`src/rtl/smg_scan_driver_if.sv`:
```
// rtl/smg_scan_driver_if.sv - display data in / digit+segment pins out bundle for smg_scan_driver
interface smg_scan_driver_if #(
  parameter int DIGITS = 4
);
  logic                  enable;
  logic [4*DIGITS-1:0]   data_in;
  logic [DIGITS-1:0]     dp_in;
  logic [DIGITS-1:0]     blank_in;
  logic [DIGITS-1:0]     dig;
  logic [7:0]            smg;
  logic                  frame_done;

  modport master (
    output enable, data_in, dp_in, blank_in,
    input  dig, smg, frame_done
  );

  modport slave (
    input  enable, data_in, dp_in, blank_in,
    output dig, smg, frame_done
  );
endinterface

```
`src/rtl/smg_scan_driver.sv`:
```
// rtl/smg_scan_driver.sv - multiplexed common-anode 7-seg scan driver with dead time and frame snapshot
// Optional leading-zero suppression: define SMG_LEADING_ZERO_BLANK_EN.
module smg_scan_driver #(
  parameter int DIGITS      = 4,
  parameter int SCAN_DIV    = 50000,
  parameter int DEAD_CYCLES = 2
) (
  input  logic               clk,
  input  logic               rst,
  smg_scan_driver_if.slave   bus_if
);
  localparam int CW = $clog2(SCAN_DIV);
  localparam int IW = (DIGITS > 1) ? $clog2(DIGITS) : 1;
  localparam logic [CW-1:0] CNT_LAST = CW'(SCAN_DIV - 1);
  localparam logic [IW-1:0] IDX_LAST = IW'(DIGITS - 1);
  localparam logic [CW-1:0] DEAD     = CW'(DEAD_CYCLES);
  localparam logic [DIGITS-1:0] ONE_HOT0 = {{(DIGITS-1){1'b0}}, 1'b1};

  logic [CW-1:0]       cnt_q, cnt_d;
  logic [IW-1:0]       idx_q, idx_d;
  logic [4*DIGITS-1:0] data_q, data_d;
  logic [DIGITS-1:0]   dp_q, dp_d;
  logic [DIGITS-1:0]   blank_q, blank_d;
  logic [DIGITS-1:0]   dig_q, dig_d;
  logic [7:0]          smg_q, smg_d;
  logic                fd_q, fd_d;
  logic                slot_end;
  logic                snap;
  logic [3:0]          nib;

  function automatic logic [6:0] seg_decode(input logic [3:0] n);
    case (n)
      4'h0: seg_decode = 7'h01;
      4'h1: seg_decode = 7'h4F;
      4'h2: seg_decode = 7'h12;
      4'h3: seg_decode = 7'h06;
      4'h4: seg_decode = 7'h4C;
      4'h5: seg_decode = 7'h24;
      4'h6: seg_decode = 7'h20;
      4'h7: seg_decode = 7'h0F;
      4'h8: seg_decode = 7'h00;
      4'h9: seg_decode = 7'h04;
      4'hA: seg_decode = 7'h08;
      4'hB: seg_decode = 7'h60;
      4'hC: seg_decode = 7'h31;
      4'hD: seg_decode = 7'h42;
      4'hE: seg_decode = 7'h30;
      default: seg_decode = 7'h38;
    endcase
  endfunction

  assign slot_end = (cnt_q == CNT_LAST);
  // Frame start: shadow registers reload only here, so a frame never tears
  assign snap     = bus_if.enable && (cnt_q == '0) && (idx_q == '0);
  assign nib      = data_q[{idx_q, 2'b00} +: 4];

`ifdef SMG_LEADING_ZERO_BLANK_EN
  logic [DIGITS-1:0] lz_q, lz_d;
  logic              lead;

  always_comb begin
    lz_d = lz_q;
    lead = 1'b1;
    if (snap) begin
      for (int i = DIGITS - 1; i >= 1; i--) begin
        lead    = lead && (bus_if.data_in[4*i +: 4] == 4'h0);
        lz_d[i] = lead;
      end
      lz_d[0] = 1'b0;
    end
  end

  always_ff @(posedge clk) begin
    if (rst) lz_q <= '0;
    else     lz_q <= lz_d;
  end
`endif

  always_comb begin
    cnt_d   = cnt_q;
    idx_d   = idx_q;
    data_d  = data_q;
    dp_d    = dp_q;
    blank_d = blank_q;
    if (!bus_if.enable) begin
      cnt_d = '0;
      idx_d = '0;
    end else if (slot_end) begin
      cnt_d = '0;
      idx_d = (idx_q == IDX_LAST) ? '0 : idx_q + 1'b1;
    end else begin
      cnt_d = cnt_q + 1'b1;
    end
    if (snap) begin
      data_d  = bus_if.data_in;
      dp_d    = bus_if.dp_in;
      blank_d = bus_if.blank_in;
    end
  end

  always_comb begin
    dig_d = '0;
    smg_d = 8'hFF;
    fd_d  = bus_if.enable && slot_end && (idx_q == IDX_LAST);
    // Dead time at the head of each slot keeps ghosting off between digits
    if (bus_if.enable && (cnt_q >= DEAD)) begin
      dig_d = ONE_HOT0 << idx_q;
      if (blank_q[idx_q])
        smg_d = 8'hFF;
`ifdef SMG_LEADING_ZERO_BLANK_EN
      else if (lz_q[idx_q])
        smg_d = {~dp_q[idx_q], 7'h7F};
`endif
      else
        smg_d = {~dp_q[idx_q], seg_decode(nib)};
    end
  end

  always_ff @(posedge clk) begin
    if (rst) begin
      cnt_q   <= '0;
      idx_q   <= '0;
      data_q  <= '0;
      dp_q    <= '0;
      blank_q <= '0;
      dig_q   <= '0;
      smg_q   <= 8'hFF;
      fd_q    <= 1'b0;
    end else begin
      cnt_q   <= cnt_d;
      idx_q   <= idx_d;
      data_q  <= data_d;
      dp_q    <= dp_d;
      blank_q <= blank_d;
      dig_q   <= dig_d;
      smg_q   <= smg_d;
      fd_q    <= fd_d;
    end
  end

  assign bus_if.dig        = dig_q;
  assign bus_if.smg        = smg_q;
  assign bus_if.frame_done = fd_q;
endmodule

```
`src/flat_wrapper.sv`:
```
// flat-port wrapper written by rule: the top's interface ports become plain ports
module smg_scan_driver_flat 
#(
  parameter int DIGITS      = 4,
  parameter int SCAN_DIV    = 50000,
  parameter int DEAD_CYCLES = 2
)
  (clk, rst, bus_if_enable, bus_if_data_in, bus_if_dp_in, bus_if_blank_in, bus_if_dig, bus_if_smg, bus_if_frame_done);
  smg_scan_driver_if #(.DIGITS(DIGITS)) bus_if_i ();
  input  logic clk;
  input  logic rst;
  input wire logic [$bits(bus_if_i.enable)-1:0] bus_if_enable;
  input wire logic [$bits(bus_if_i.data_in)-1:0] bus_if_data_in;
  input wire logic [$bits(bus_if_i.dp_in)-1:0] bus_if_dp_in;
  input wire logic [$bits(bus_if_i.blank_in)-1:0] bus_if_blank_in;
  output wire logic [$bits(bus_if_i.dig)-1:0] bus_if_dig;
  output wire logic [$bits(bus_if_i.smg)-1:0] bus_if_smg;
  output wire logic [$bits(bus_if_i.frame_done)-1:0] bus_if_frame_done;
  assign bus_if_i.enable = bus_if_enable;
  assign bus_if_i.data_in = bus_if_data_in;
  assign bus_if_i.dp_in = bus_if_dp_in;
  assign bus_if_i.blank_in = bus_if_blank_in;
  assign bus_if_dig = bus_if_i.dig;
  assign bus_if_smg = bus_if_i.smg;
  assign bus_if_frame_done = bus_if_i.frame_done;
  smg_scan_driver #(.DIGITS(DIGITS), .SCAN_DIV(SCAN_DIV), .DEAD_CYCLES(DEAD_CYCLES)) u_core (.clk(clk), .rst(rst), .bus_if(bus_if_i));
endmodule
```
`config.mk`:
```
export PLATFORM = sky130hd
export DESIGN_NAME = smg_scan_driver_flat
export DESIGN_NICKNAME = d
export VERILOG_FILES = /design/src/rtl/smg_scan_driver_if.sv /design/src/rtl/smg_scan_driver.sv /design/src/flat_wrapper.sv
export SDC_FILE = /design/constraint.sdc
export NUM_CORES = 1
export LEC_CHECK = 0
export ABC_AREA = 1
export ABC_CLOCK_PERIOD_IN_PS = 1700
export BUFFER_PORTS_ARGS = -buffer_cell sky130_fd_sc_hd__buf_2
export CAP_MARGIN = 20
export CORE_AREA = 2 2 89 91
export DETAILED_ROUTE_END_ITERATION = 10
export DIE_AREA = 0 0 91 93
export GPL_ROUTABILITY_DRIVEN = 0
export GPL_TIMING_DRIVEN = 0
export SYNTH_ARGS = -nofsm -noshare
export SYNTH_HDL_FRONTEND = slang
export SYNTH_SLANG_ARGS = --single-unit
```
`constraint.sdc`:
```
create_clock -name clk -period 1.7 [get_ports clk]
set_clock_uncertainty 0.15 [all_clocks]
set_input_delay 0.425 -clock clk [delete_from_list [all_inputs] [get_ports clk]]
set_output_delay 0.425 -clock clk [all_outputs]
set_load 0.005 [all_outputs]
```
# Word-level counts from Yosys, hierarchy flattened
# Memories as Yosys holds them, arrays and structs flattened. A register that Yosys moved wholly into a read port is not among the register bits.
# Index checks and enable logic that the tools add are counted.
[op_classes]
n_reduce_logical = 11
order_cmp = 2
muxes = 5
eq_ne = 2
n_addsub = 2
div_mod_pow = 0
n_mul = 0
bitwise = 3
n_shift = 2
[ops]
columns = ["cell", "n"]
rows = [
  ["$add 16x1->16 const B", 1],
  ["$eq 16x16->1 const B", 1],
  ["$ge 16x2->1 const B", 1],
  ["$logic_not 16->1", 1],
  ["$shiftx 16x5->4", 1],
  ["$reduce_or 3->1", 2],
  ["$logic_and 1x1->1", 5],
  ["$bmux 1 s2", 2],
  ["$reduce_or 2->1", 2],
  ["$shl 1x2->4 const A", 1],
  ["$lt 2x3->1 const B", 1],
  ["$not 1->1", 3],
  ["$add 2x1->2 const B", 1],
  ["$eq 2x2->1 const B", 1],
  ["$logic_not 2->1", 1],
  ["$mux 1", 2],
  ["$mux 2", 1],
]
[word_totals]
romBits = 112
mem_bits_rw = 0
elab_cells = 36
inputBits = 27
mem_count = 1
latch_bits = 0
ff_bits = 55
out_inout_bits = 13
[memory_table]
columns = ["name", "depth", "word_bits", "rd", "rd_ports_with_merged_regs", "wr", "line", "text"]
rows = [
  ["(name not given)", 16, 7, 1, 1, 0, "smg_scan_driver.sv:32", "case (n)"],
]

# Logic depth before layout (Yosys ltp)
# Gate-level depths: netlist (run 1).
[depth]
word_depth = 4
mapped_depth = 13
depth_no_buf = 11

# Worst setup path after synthesis (run 1)
# OpenSTA, ideal clock, no wires.
[synth_path]
path_type = "register -> register"
startpoint = "register u_core.idx_q[0]"
endpoint = "register u_core.smg_q[3] (netlist: u_core.bus_if.smg[3])"
slack_ns = -0.008
period_less_slack_ns = 1.708
arrival_time_ns = 1.432
stages_incl_launch_ff = 13
path_buffers = 2
setup_ns = 0.127
required_time_ns = 1.423
cell_sequence = "dfxtp_1 buf_6 inv_2 buf_6 nand2_1 nand3_1 nand2_1 inv_2 ha_1 nand3_1 nand2_1 nand2_1 nand3_1"
[synth_via]
elab_chain_len = 3
word_cells_on_any_way = 4
cone_classes = "shift (1); mux (2); reduce/logical (1)"
[synth_rtl]
columns = ["element", "line", "text"]
rows = [
  ["start, declared", "smg_scan_driver.sv:20", "logic [IW-1:0] idx_q, idx_d;"],
  ["start signal, assigned", "smg_scan_driver.sv:131", "idx_q <= idx_d;"],
  ["branches (longest 3 deep; another with $shiftx 16x5->4)", "-", ""],
  ["end, declared", "smg_scan_driver.sv:25", "logic [7:0] smg_q, smg_d;"],
]
# Several ways; the timed one is not identified. The select of a mux whose other input is x is not followed.
# A chain may end at the register's enable or synchronous reset.

# Worst setup path after layout (run 1)
[layout_path]
startpoint = "register u_core.idx_q[1]"
endpoint = "register u_core.smg_q[3] (netlist: u_core.bus_if.smg[3])"
# The elaborated chain is that of the path after synthesis.

==> results by group, run 1 <==
Run status
  – Status: finished with violations
  – Failing checks: setup timing

Setup path
  – CP Data Arrival Time: about 1.8 ns
  – CP Class: flop to flop
  – Crit-path max FO: 4
  – Startpoint class of the critical path: flop
  – Critical Path RT: about 1.7 ns
  – CP endpoint kind: flop

Pwr
  – Net Sw Power: around 760 uW
  – Leakage power: 1.75 nW
  – PwrDens: ~670 nW/um^2
  – Net Sw Frac: 29.3%
  – Design Power: 2.61 mW
  – Reg power frac: between 50% and 60%
  – Internal: 1.85 mW
  – Combinational share of power: a little under a fifth
  – Peak supply drop: about 370 uV
  – Clock power frac: between 20% and 30%

GRT
  – Number of global-route vias before repair: 2527
  – Gr usage total: ~17%
  – Overflow after GRT: 0
  – Initial antenna violation count: 0
  – Pin count of the biggest net entering global routing: 18
  – First-pass GRT wire length: approximately 12 mm

Cells and area
  – Layout Nets: around 540
  – Commonest non-fill, non-tap cell in the layout: nand2_1
  – # diodes: 0
  – FF/Latch Area: 1110 sq um
  – Multi-input combinational cell area: about 1800 sq um
  – Fillers: between 700 and 800
  – Share of cells above drive strength 1: a little under two fifths
  – Area Overhead vs Synth: 34.8%
  – Commonest cells after routing, fill and taps aside: nand2_1, dfxtp_1, nor2_1

Floorplanning
  – Initial core utilization: between 30 and 40%
  – Die area: roughly 8500 sq um
  – Die X: 91 um
  – Core footprint: ~7500 sq um
  – I/O pin cnt: 40
  – Cell row count: 32
  – Chip height: slightly above 90 um

Detailed routing
  – Drc violations: 0
  – Vias: ~2800
  – DRC marker count from the first detailed-route iteration: between 100 and 150
  – DR pass1 iterations: 4
  – Vias/cell: ~4.6
  – Drt total wl: roughly 7.1 mm
  – DR WL/cell: about 12 um
  – Remaining antenna violation count: 0

Clocking
  – Worst-path clk slew: 0.11 ns
  – Clock root cell: clkbuf_8
  – CTS Buf Count: 5
  – CTS hold repair buffers: 0
  – Clock sink count: 55
  – Clk Latency, worst-skew pair: ~0.32 ns
  – CTS tree: yes
  – CTS Buffer Depth: 2
  – H-tree depth: 2

Place
  – Hpwl dp: ~4.5 mm
  – PortBufs: 39

Logic synthesis
  – Synth top area share: between 30 and 40%
  – Largest cells by area after synthesis: dfxtp_1, nand2_1, nor2_1
  – Post-synth net total: between 400 and 500
  – Yosys warns: 0
  – Post-Syn Area per Cell: ~6.8 sq um
  – Flop and latch count out of synthesis: 55
  – Syn Inst Count: roughly 430
  – Post-Synthesis Cell Area: ~2900 sq um
  – Synth unique cells: 33
  – Sequential area share after synthesis: between 30% and 40%
  – Largest area contributor in the netlist: dfxtp_1

STA
  – Final Hold Fails: 0
  – Final worst slack: -0.00659 ns
  – Minimum clock period: 1.71 ns
  – Maximum clock rate: slightly below 0.6 GHz
  – Hold slack: 0.157 ns
  – Period utilization: 100%
  – Setup violators final: 1
  – Slew HR: 69.9%
  – Max-slew violations: 0
  – RSZ-0062 raised after global routing: true
  – Worst-margin pin slew: about 0.45 ns

Worst hold path
  – HP Class: input port to flop

Run
  – MaxCap Viol Count: 0
==> critical path: stages, from the launching register on <==
cell	delay (ns)
dfxtp_4	0.37
inv_2	0.04
buf_6	0.12
buf_4	0.14
buf_4	0.14
nand2_2	0.07
nand2_4	0.08
ha_4	0.18
nand3_4	0.09
nand2_1	0.06
nand2_1	0.06
nand3_1	0.07
==> layer usage <==
layer | global-route usage [%] | routed length (um) | vias to the layer above | share of wire, %
met5 | 0 | 0 | - | 0
met2 | 26.7 | 3270 | 65 | 46
met1 | 22.5 | 3400 | 1231 | 48
met3 | 2.98 | 276 | 13 | 3.9
met4 | 6.57 | 157 | 0 | 2.2
li1 | - | - | 1453 | -
==> what timing repair did <==
action                                  in CTS  in global routing
hold endpoints to repair                     0                  0
pin swaps                                    7                 29
setup buffers                               18                  5
endpoints found under the setup margin      45                 45
cloned                                       2                  1
resized for setup                           30                 81
==> through the flow <==
step	std cells	setup WS (ns)	util (%)	TNS [ns]	instance area, sq um
after global placement	572	-0.191	43.0	-4.80	3240
after CTS	597	0.00311	47.5	0	3580
after detailed placement	572	-0.234	43.0	-5.62	3240
final	603	-0.00659	52.2	-0.00659	3930
after global routing	603	-0.0870	52.2	-1.33	3930
after floorplan	431	0.0100	-	0	2920
==> synthesized netlist by cell type <==
cell      number
buf_6          5
inv_1         48
a21oi_1       10
nand3_4        1
nand2_2        4
xnor2_1        1
o21ai_2        1
ha_1          11
or2_0          1
nor2_1        60
nor3_2         1
nand4_1        6
nand2_4        1
o21ai_1        1
nor2_4         1
o211ai_1       1
nand2_1      143
nor2_2        18
clkbuf_1       2
buf_4          3
or2_2          3
o21ai_0        5
nand3_2        1
inv_2          5
buf_2          2
nand3b_1       1
nor3_4         1
nor3_1         5
nand3_1       28
buf_12         1
a21oi_2        4
dfxtp_1       55
xor2_1         1
==> power groups by stage <==
| stage | Clock (mW) | Sequential (mW) | Combinational [mW] |
|---|---|---|---|
| floorplan | 0 | 1.39 | 0.254 |
| global placement | 0 | 1.40 | 0.340 |
| detailed placement | 0 | 1.40 | 0.343 |
| CTS | 0.772 | 1.36 | 0.394 |
| global route | 0.807 | 1.37 | 0.562 |
| finish | 0.745 | 1.37 | 0.502 |
==> cells by family (layout without fill, tap and decap cells) <==
family                     count (synthesis)  count (layout)  synth area share [%]
xor gates and xnor gates                   2               2                 0.601
DFF                                       55              55                  37.8
AOI/OAI and AO/OA                         22              22                  4.51
and+or+nand+nor                          275             275                  41.6
adders and majority gates                 11              11                  4.72
buffers and inverters                     66             136                  10.8
==> path summary, 6_finish.rpt <==
path,from,to,slack [ns],cells past startpoint
min reg2reg,u_core.cnt_q[3]$_SDFF_PP0_,u_core.cnt_q[3]$_SDFF_PP0_,0.34,2
max,u_core.idx_q[1]$_SDFFE_PP0N_,u_core.bus_if.smg[3]$_SDFF_PP1_,-0.007,11
min,bus_if_data_in[2],u_core.data_q[2]$_SDFFE_PP0P_,0.16,3
max reg2reg,u_core.idx_q[1]$_SDFFE_PP0N_,u_core.bus_if.smg[3]$_SDFF_PP1_,-0.007,11
==> area by class of cell <==
type / count / area share [%]
multi-input cells: 310 / 46.3
flip-flops and latches: 55 / 28.3
repair buffers: 64 / 11.6
inverters: 53 / 5.13
well taps: 102 / 3.25
plain buffers: 11 / 3.12
clock buffers: 5 / 1.75
clock inverters: 3 / 0.510
==> sequential cells by signal, summed over array words and instances, names as in the netlist <==
signal	cells
u_core.blank_q	4
u_core.bus_if.dig	4
u_core.bus_if.frame_done	1
u_core.bus_if.smg	8
u_core.cnt_q	16
u_core.data_q	16
u_core.dp_q	4
u_core.idx_q	2
Note: power is estimated with default switching activity, not from simulation.
==> inputs of run 2 (changes only) <==
--- a/config.mk
+++ b/config.mk
@@ -14,6 +14,7 @@
 export DIE_AREA = 0 0 91 93
 export GPL_ROUTABILITY_DRIVEN = 0
 export GPL_TIMING_DRIVEN = 0
+export SETUP_SLACK_MARGIN = 0.05
 export SYNTH_ARGS = -nofsm -noshare
 export SYNTH_HDL_FRONTEND = slang
 export SYNTH_SLANG_ARGS = --single-unit
==> results by group, run 2 (synthesized netlist as in run 1, its figures left out) <==
Clocking
  – CTS Buf Count: 5
  – Clk Latency, worst-skew pair: roughly 0.32 ns
  – CTS tree: yes
  – Clock root cell: clkbuf_8
  – Worst-path clk slew: 0.10 ns
  – CTS Buffer Depth: 2
  – Clock sink count: 55
  – H-tree depth: 2
  – CTS hold repair buffers: 0

Cells and area
  – Multi-input combinational cell area: between 1500 and 2000 sq um
  – Final Non-Filler Cells: between 600 and 700
  – FF/Latch Area: ~1100 sq um
  – # diodes: 0
  – Area Overhead vs Synth: 32.1%
  – Layout Nets: about 540
  – Commonest cells after routing, fill and taps aside: nand2_1, dfxtp_1, inv_1
  – Share of cells above drive strength 1: approximately 33%
  – Fillers: 780
  – Commonest non-fill, non-tap cell in the layout: nand2_1

Run status
  – Failing checks: setup timing
  – Status: finished with violations

Place
  – Placed Cells incl. Taps: about 570
  – PortBufs: 39
  – Hpwl dp: approximately 4.6 mm

Detailed routing
  – Vias: 2705
  – DR WL met3: ~270 um
  – Drc violations: 0
  – Drt total wl: between 6 and 7 mm
  – DRC marker count from the first detailed-route iteration: 131
  – Remaining antenna violation count: 0
  – DR pass1 iterations: 4
  – Wl on met1: between 3 and 4 mm
  – Top Metal Used: met4
  – Vias/cell: roughly 4.5
  – DR WL/cell: 11.3 um
  – Met2 wire len: between 3 and 4 mm

Floorplanning
  – Die area: 8460 sq um
  – Die X: between 90 and 100 um
  – Chip height: 93 um
  – Core footprint: about 7500 sq um
  – Cell row count: 32
  – Initial core utilization: about 39%
  – I/O pin cnt: 40

Setup path
  – Crit-path max FO: 7
  – CP endpoint kind: flop
  – CP Data Arrival Time: 1.81 ns
  – Startpoint class of the critical path: flop
  – Critical Path RT: around 1.8 ns
  – CP Class: flop to flop

STA
  – Final worst slack: -0.000387 ns
  – Minimum clock period: around 1.7 ns
  – Slew HR: 70.4%
  – Max-slew violations: 0
  – Period utilization: 100%
  – RSZ-0062 raised after global routing: true
  – Setup violators final: 1
  – Final Hold Fails: 0
  – Setup TNS: -0.000387 ns
  – Worst-margin pin slew: between 0.4 and 0.5 ns
  – Maximum clock rate: 0.588 GHz

Run
  – MaxCap Viol Count: 0

Pwr
  – Peak supply drop: 269 uV
  – Leakage power: between 1.5 and 2 nW
  – PwrDens: around 710 nW/um^2

GRT
  – Pin count of the biggest net entering global routing: 18
  – Overflow after GRT: 0
  – Gr usage total: between 10% and 20%
  – Number of global-route vias before repair: approximately 2600
  – First-pass GRT wire length: 11.6 mm
  – Initial antenna violation count: 0

Worst hold path
  – HP Class: input port to flop
-- run 2: final cells by class --
| class | count | share of cell area (%) |
|---|---|---|
| plain buffers | 11 | 3.51 |
| repair buffers | 63 | 12.0 |
| flip-flops and latches | 55 | 28.9 |
| inverters | 53 | 5.36 |
| clock inverters | 3 | 1.14 |
| well taps | 102 | 3.31 |
| clock buffers | 5 | 1.79 |
| multi-input cells | 310 | 44.0 |
-- run 2: final timing paths --
path,slack [ns],to,depth (start not counted),start
setup / recovery,-0.0004,u_core.data_q[1]$_SDFFE_PP0P_,11,u_core.idx_q[0]$_SDFFE_PP0N_
hold / removal,0.16,u_core.data_q[8]$_SDFFE_PP0P_,3,bus_if_data_in[8]
setup reg to reg,-0.0004,u_core.data_q[1]$_SDFFE_PP0P_,11,u_core.idx_q[0]$_SDFFE_PP0N_
hold reg to reg,0.29,u_core.cnt_q[0]$_SDFF_PP0_,1,u_core.cnt_q[0]$_SDFF_PP0_
-- run 2: repair_timing --
action / 4_1_cts / 5_1_grt
endpoints found under the setup margin: 51 / 47
gates resized for setup: 52 / 18
gates cloned: 2 / 2
buffers inserted: 14 / 6
pin swaps: 9 / 11
-- run 2: metrics by stage --
| step | hold slack, ns | total power, mW | utilization, % | setup slack, ns | area (sq um) |
|---|---|---|---|---|---|
| global route | 0.171 | 2.87 | 51.1 | -0.0994 | 3850 |
| finish | 0.159 | 2.73 | 51.1 | -0.000387 | 3850 |
| CTS | 0.170 | 2.72 | 49.3 | -0.0117 | 3710 |
| floorplan | 0.289 | 1.65 | - | 0.0499 | 2950 |
| global placement | 0.307 | 1.74 | 43.5 | -0.136 | 3270 |
| detailed placement | 0.316 | 1.74 | 43.5 | -0.143 | 3270 |
-- run 2: per-layer routing --
layer / GRT usage (%) / vias up
met4: 5.68 / 0
met3: 3.30 / 9
met2: 28.3 / 51
met5: 0 / -
met1: 22.0 / 1194
li1: - / 1451
-- run 2: worst max-delay path, stage by stage (launching register included) --
cell and delay, ns:
dfxtp_4 0.39, clkinv_4 0.06, buf_8 0.12, ha_4 0.13, nand3_2 0.06, nor2_2 0.11
nand3_2 0.11, buf_6 0.17, clkbuf_16 0.16, nand2_4 0.04, nand2_1 0.04, nor2_1 0.10
-- run 2: report_power, final --
| group | leakage, nW | total, mW | internal (mW) | switching [mW] |
|---|---|---|---|---|
| Clock | 0.0581 | 0.893 | 0.439 | 0.453 |
| Combinational | 1.25 | 0.468 | 0.212 | 0.256 |
| Sequential | 0.452 | 1.36 | 1.34 | 0.0253 |
==> inputs of run 3 (changes only) <==
--- a/config.mk
+++ b/config.mk
@@ -9,9 +9,9 @@
 export ABC_CLOCK_PERIOD_IN_PS = 1700
 export BUFFER_PORTS_ARGS = -buffer_cell sky130_fd_sc_hd__buf_2
 export CAP_MARGIN = 20
-export CORE_AREA = 2 2 89 91
+export CORE_AREA = 2 2 106 77
 export DETAILED_ROUTE_END_ITERATION = 10
-export DIE_AREA = 0 0 91 93
+export DIE_AREA = 0 0 108 79
 export GPL_ROUTABILITY_DRIVEN = 0
 export GPL_TIMING_DRIVEN = 0
 export SETUP_SLACK_MARGIN = 0.05
==> results by group, run 3 (synthesized netlist as in run 1, its figures left out) <==
GRT
  – First-pass GRT wire length: 11.6 mm
  – GR Util met2: between 20% and 30%
  – Initial antenna violation count: 0
  – Number of global-route vias before repair: between 2000 and 2500
  – Gr usage total: between 15 and 20%
  – M3 GR Usage: between 3 and 4%
  – Grt met1 use: 25.6%
  – Global routing's busiest layer: met1
  – Overflow after GRT: 0
  – Pin count of the biggest net entering global routing: 17

STA
  – Period utilization: 104%
  – Max-slew violations: 0
  – Hold slack: 0.183 ns
  – Minimum clock period: 1.76 ns
  – Slew HR: between 70 and 80%
  – Worst-margin pin slew: 0.447 ns
  – Maximum clock rate: approximately 0.57 GHz
  – Final Hold Fails: 0
  – Setup violators final: 22
  – Final worst slack: -0.0598 ns
  – RSZ-0062 raised after global routing: true

Setup path
  – Critical Path RT: between 1.5 and 2 ns
  – CP Cell Sequence: clkinv_4 > buf_8 > ha_4 > nand3_4 > nor2_4 > nand3_4 > buf_12 > clkbuf_16 > nor2_4 > nor2_1
  – Critical-path top delay cell: dfxtp_4
  – Bufs and invs on worst path: 4
  – CP endpoint kind: flop
  – CP Class: flop to flop
  – Crit-path max FO: 6
  – Delay of the slowest critical-path stage: approximately 0.39 ns
  – CP Data Arrival Time: approximately 1.8 ns
  – Cell family with most CP delay: buffers and inverters
  – Startpoint class of the critical path: flop

Floorplanning
  – Die X: between 100 and 150 um
  – Initial core utilization: approximately two fifths
  – Core footprint: 7600 sq um
  – I/O pin cnt: 40
  – Chip height: between 70 and 80 um
  – Cell row count: 27
  – Die area: 8530 sq um

Clocking
  – H-tree depth: 2
  – CTS Buf Count: 5
  – Clk Latency, worst-skew pair: between 0.3 and 0.4 ns
  – CTS hold repair buffers: 0
  – Clock sink count: 55
  – Worst-path clk slew: ~0.11 ns
  – CTS Buffer Depth: 2
  – Clock root cell: clkbuf_8
  – CTS tree: yes

Run status
  – Failing checks: setup timing
  – Status: finished with violations

Detailed routing
  – DRC marker count from the first detailed-route iteration: between 80 and 90
  – Drt total wl: ~7.1 mm
  – Vias/cell: roughly 4.5
  – Vias: ~2700
  – Remaining antenna violation count: 0
  – DR pass1 iterations: 4
  – Drc violations: 0
  – DR WL/cell: 11.7 um

Cells and area
  – Commonest non-fill, non-tap cell in the layout: nand2_1
  – Area Overhead vs Synth: 36.1%
  – Layout Nets: between 500 and 600
  – FF/Latch Area: roughly 1100 sq um
  – Final instance area: ~4000 sq um
  – Final Non-Filler Cells: roughly 610
  – # diodes: 0
  – Multi-input combinational cell area: ~1800 sq um
  – Share of cells above drive strength 1: between 30% and 40%
  – Commonest cells after routing, fill and taps aside: nand2_1, dfxtp_1, nor2_1
  – Fillers: around 770

Worst hold path
  – HP Class: input port to flop

Pwr
  – Peak supply drop: 381 uV
  – Leakage power: between 1.5 and 2 nW
  – PwrDens: slightly below 700 nW/um^2

Place
  – Post-Place Worst Slack: -0.178 ns
  – Dpl cell area: approximately 3300 sq um
  – Placed Cells incl. Taps: 571
  – PortBufs: 39
  – Hpwl dp: between 4 and 5 mm

Run
  – MaxCap Viol Count: 0
==> run 3: cell types whose count changed in the layout (fill, tap and decap cells not counted), sizes merged <==
cell / delta
clkinvlp: +1
clkinv: -2
buf: +5
==> run 3: power by group <==
group / switching [mW] / internal, mW
clock network: 0.435 / 0.432
logic: 0.281 / 0.226
registers: 0.0257 / 1.34
==> run 3: per-stage QoR <==
stage | utilization [%] | TNS, ns | power, mW
2_1_floorplan | - | 0 | 1.65
6_report | 52.2 | -0.520 | 2.74
4_1_cts | 49.9 | -0.317 | 2.70
3_5_place_dp | 43.0 | -3.58 | 1.75
5_1_grt | 52.2 | -2.74 | 2.88
3_3_place_gp | 43.0 | -3.40 | 1.74
==> run 3: final timing paths <==
check | startpoint | endpoint | cells after the start | slack, ns
setup / recovery | u_core.idx_q[0]$_SDFFE_PP0N_ | u_core.data_q[3]$_SDFFE_PP0P_ | 10 | -0.06
hold reg to reg | u_core.cnt_q[0]$_SDFF_PP0_ | u_core.cnt_q[0]$_SDFF_PP0_ | 1 | 0.29
hold / removal | bus_if_data_in[4] | u_core.data_q[4]$_SDFFE_PP0P_ | 3 | 0.18
setup reg to reg | u_core.idx_q[0]$_SDFFE_PP0N_ | u_core.data_q[3]$_SDFFE_PP0P_ | 10 | -0.06
==> run 3: repair_timing <==
| action | CTS | global route |
|---|---|---|
| hold endpoints to repair | 0 | 0 |
| gates resized for setup | 69 | 28 |
| pin swaps | 17 | 11 |
| setup buffers | 19 | 8 |
| cloned | 0 | 2 |
| setup endpoints to repair | 45 | 47 |
==> run 3: final cells by class <==
cell class	count	area share, %
Sequential cell	55	28.0
Inverter	53	5.33
Clock inverter	2	0.946
Tap cell	101	3.19
Multi-Input combinational cell	310	45.5
Timing Repair Buffer	68	11.8
Buffer	11	3.56
Clock buffer	5	1.74
==> run 3: worst reg2reg max path, stage by stage, from the launching register on <==
cell and delay, ns:
dfxtp_4 0.39, clkinv_4 0.07, buf_8 0.12, ha_4 0.14, nand3_4 0.07, nor2_4 0.13
nand3_4 0.11, buf_12 0.17, clkbuf_16 0.16, nor2_4 0.08, nor2_1 0.05
==> run 3: layer usage <==
metal  vias up  routed length (um)
met5         -                   0
met1      1205                3760
li1       1465                   -
met4         0                  31
met3         2                 257
met2        52                3030
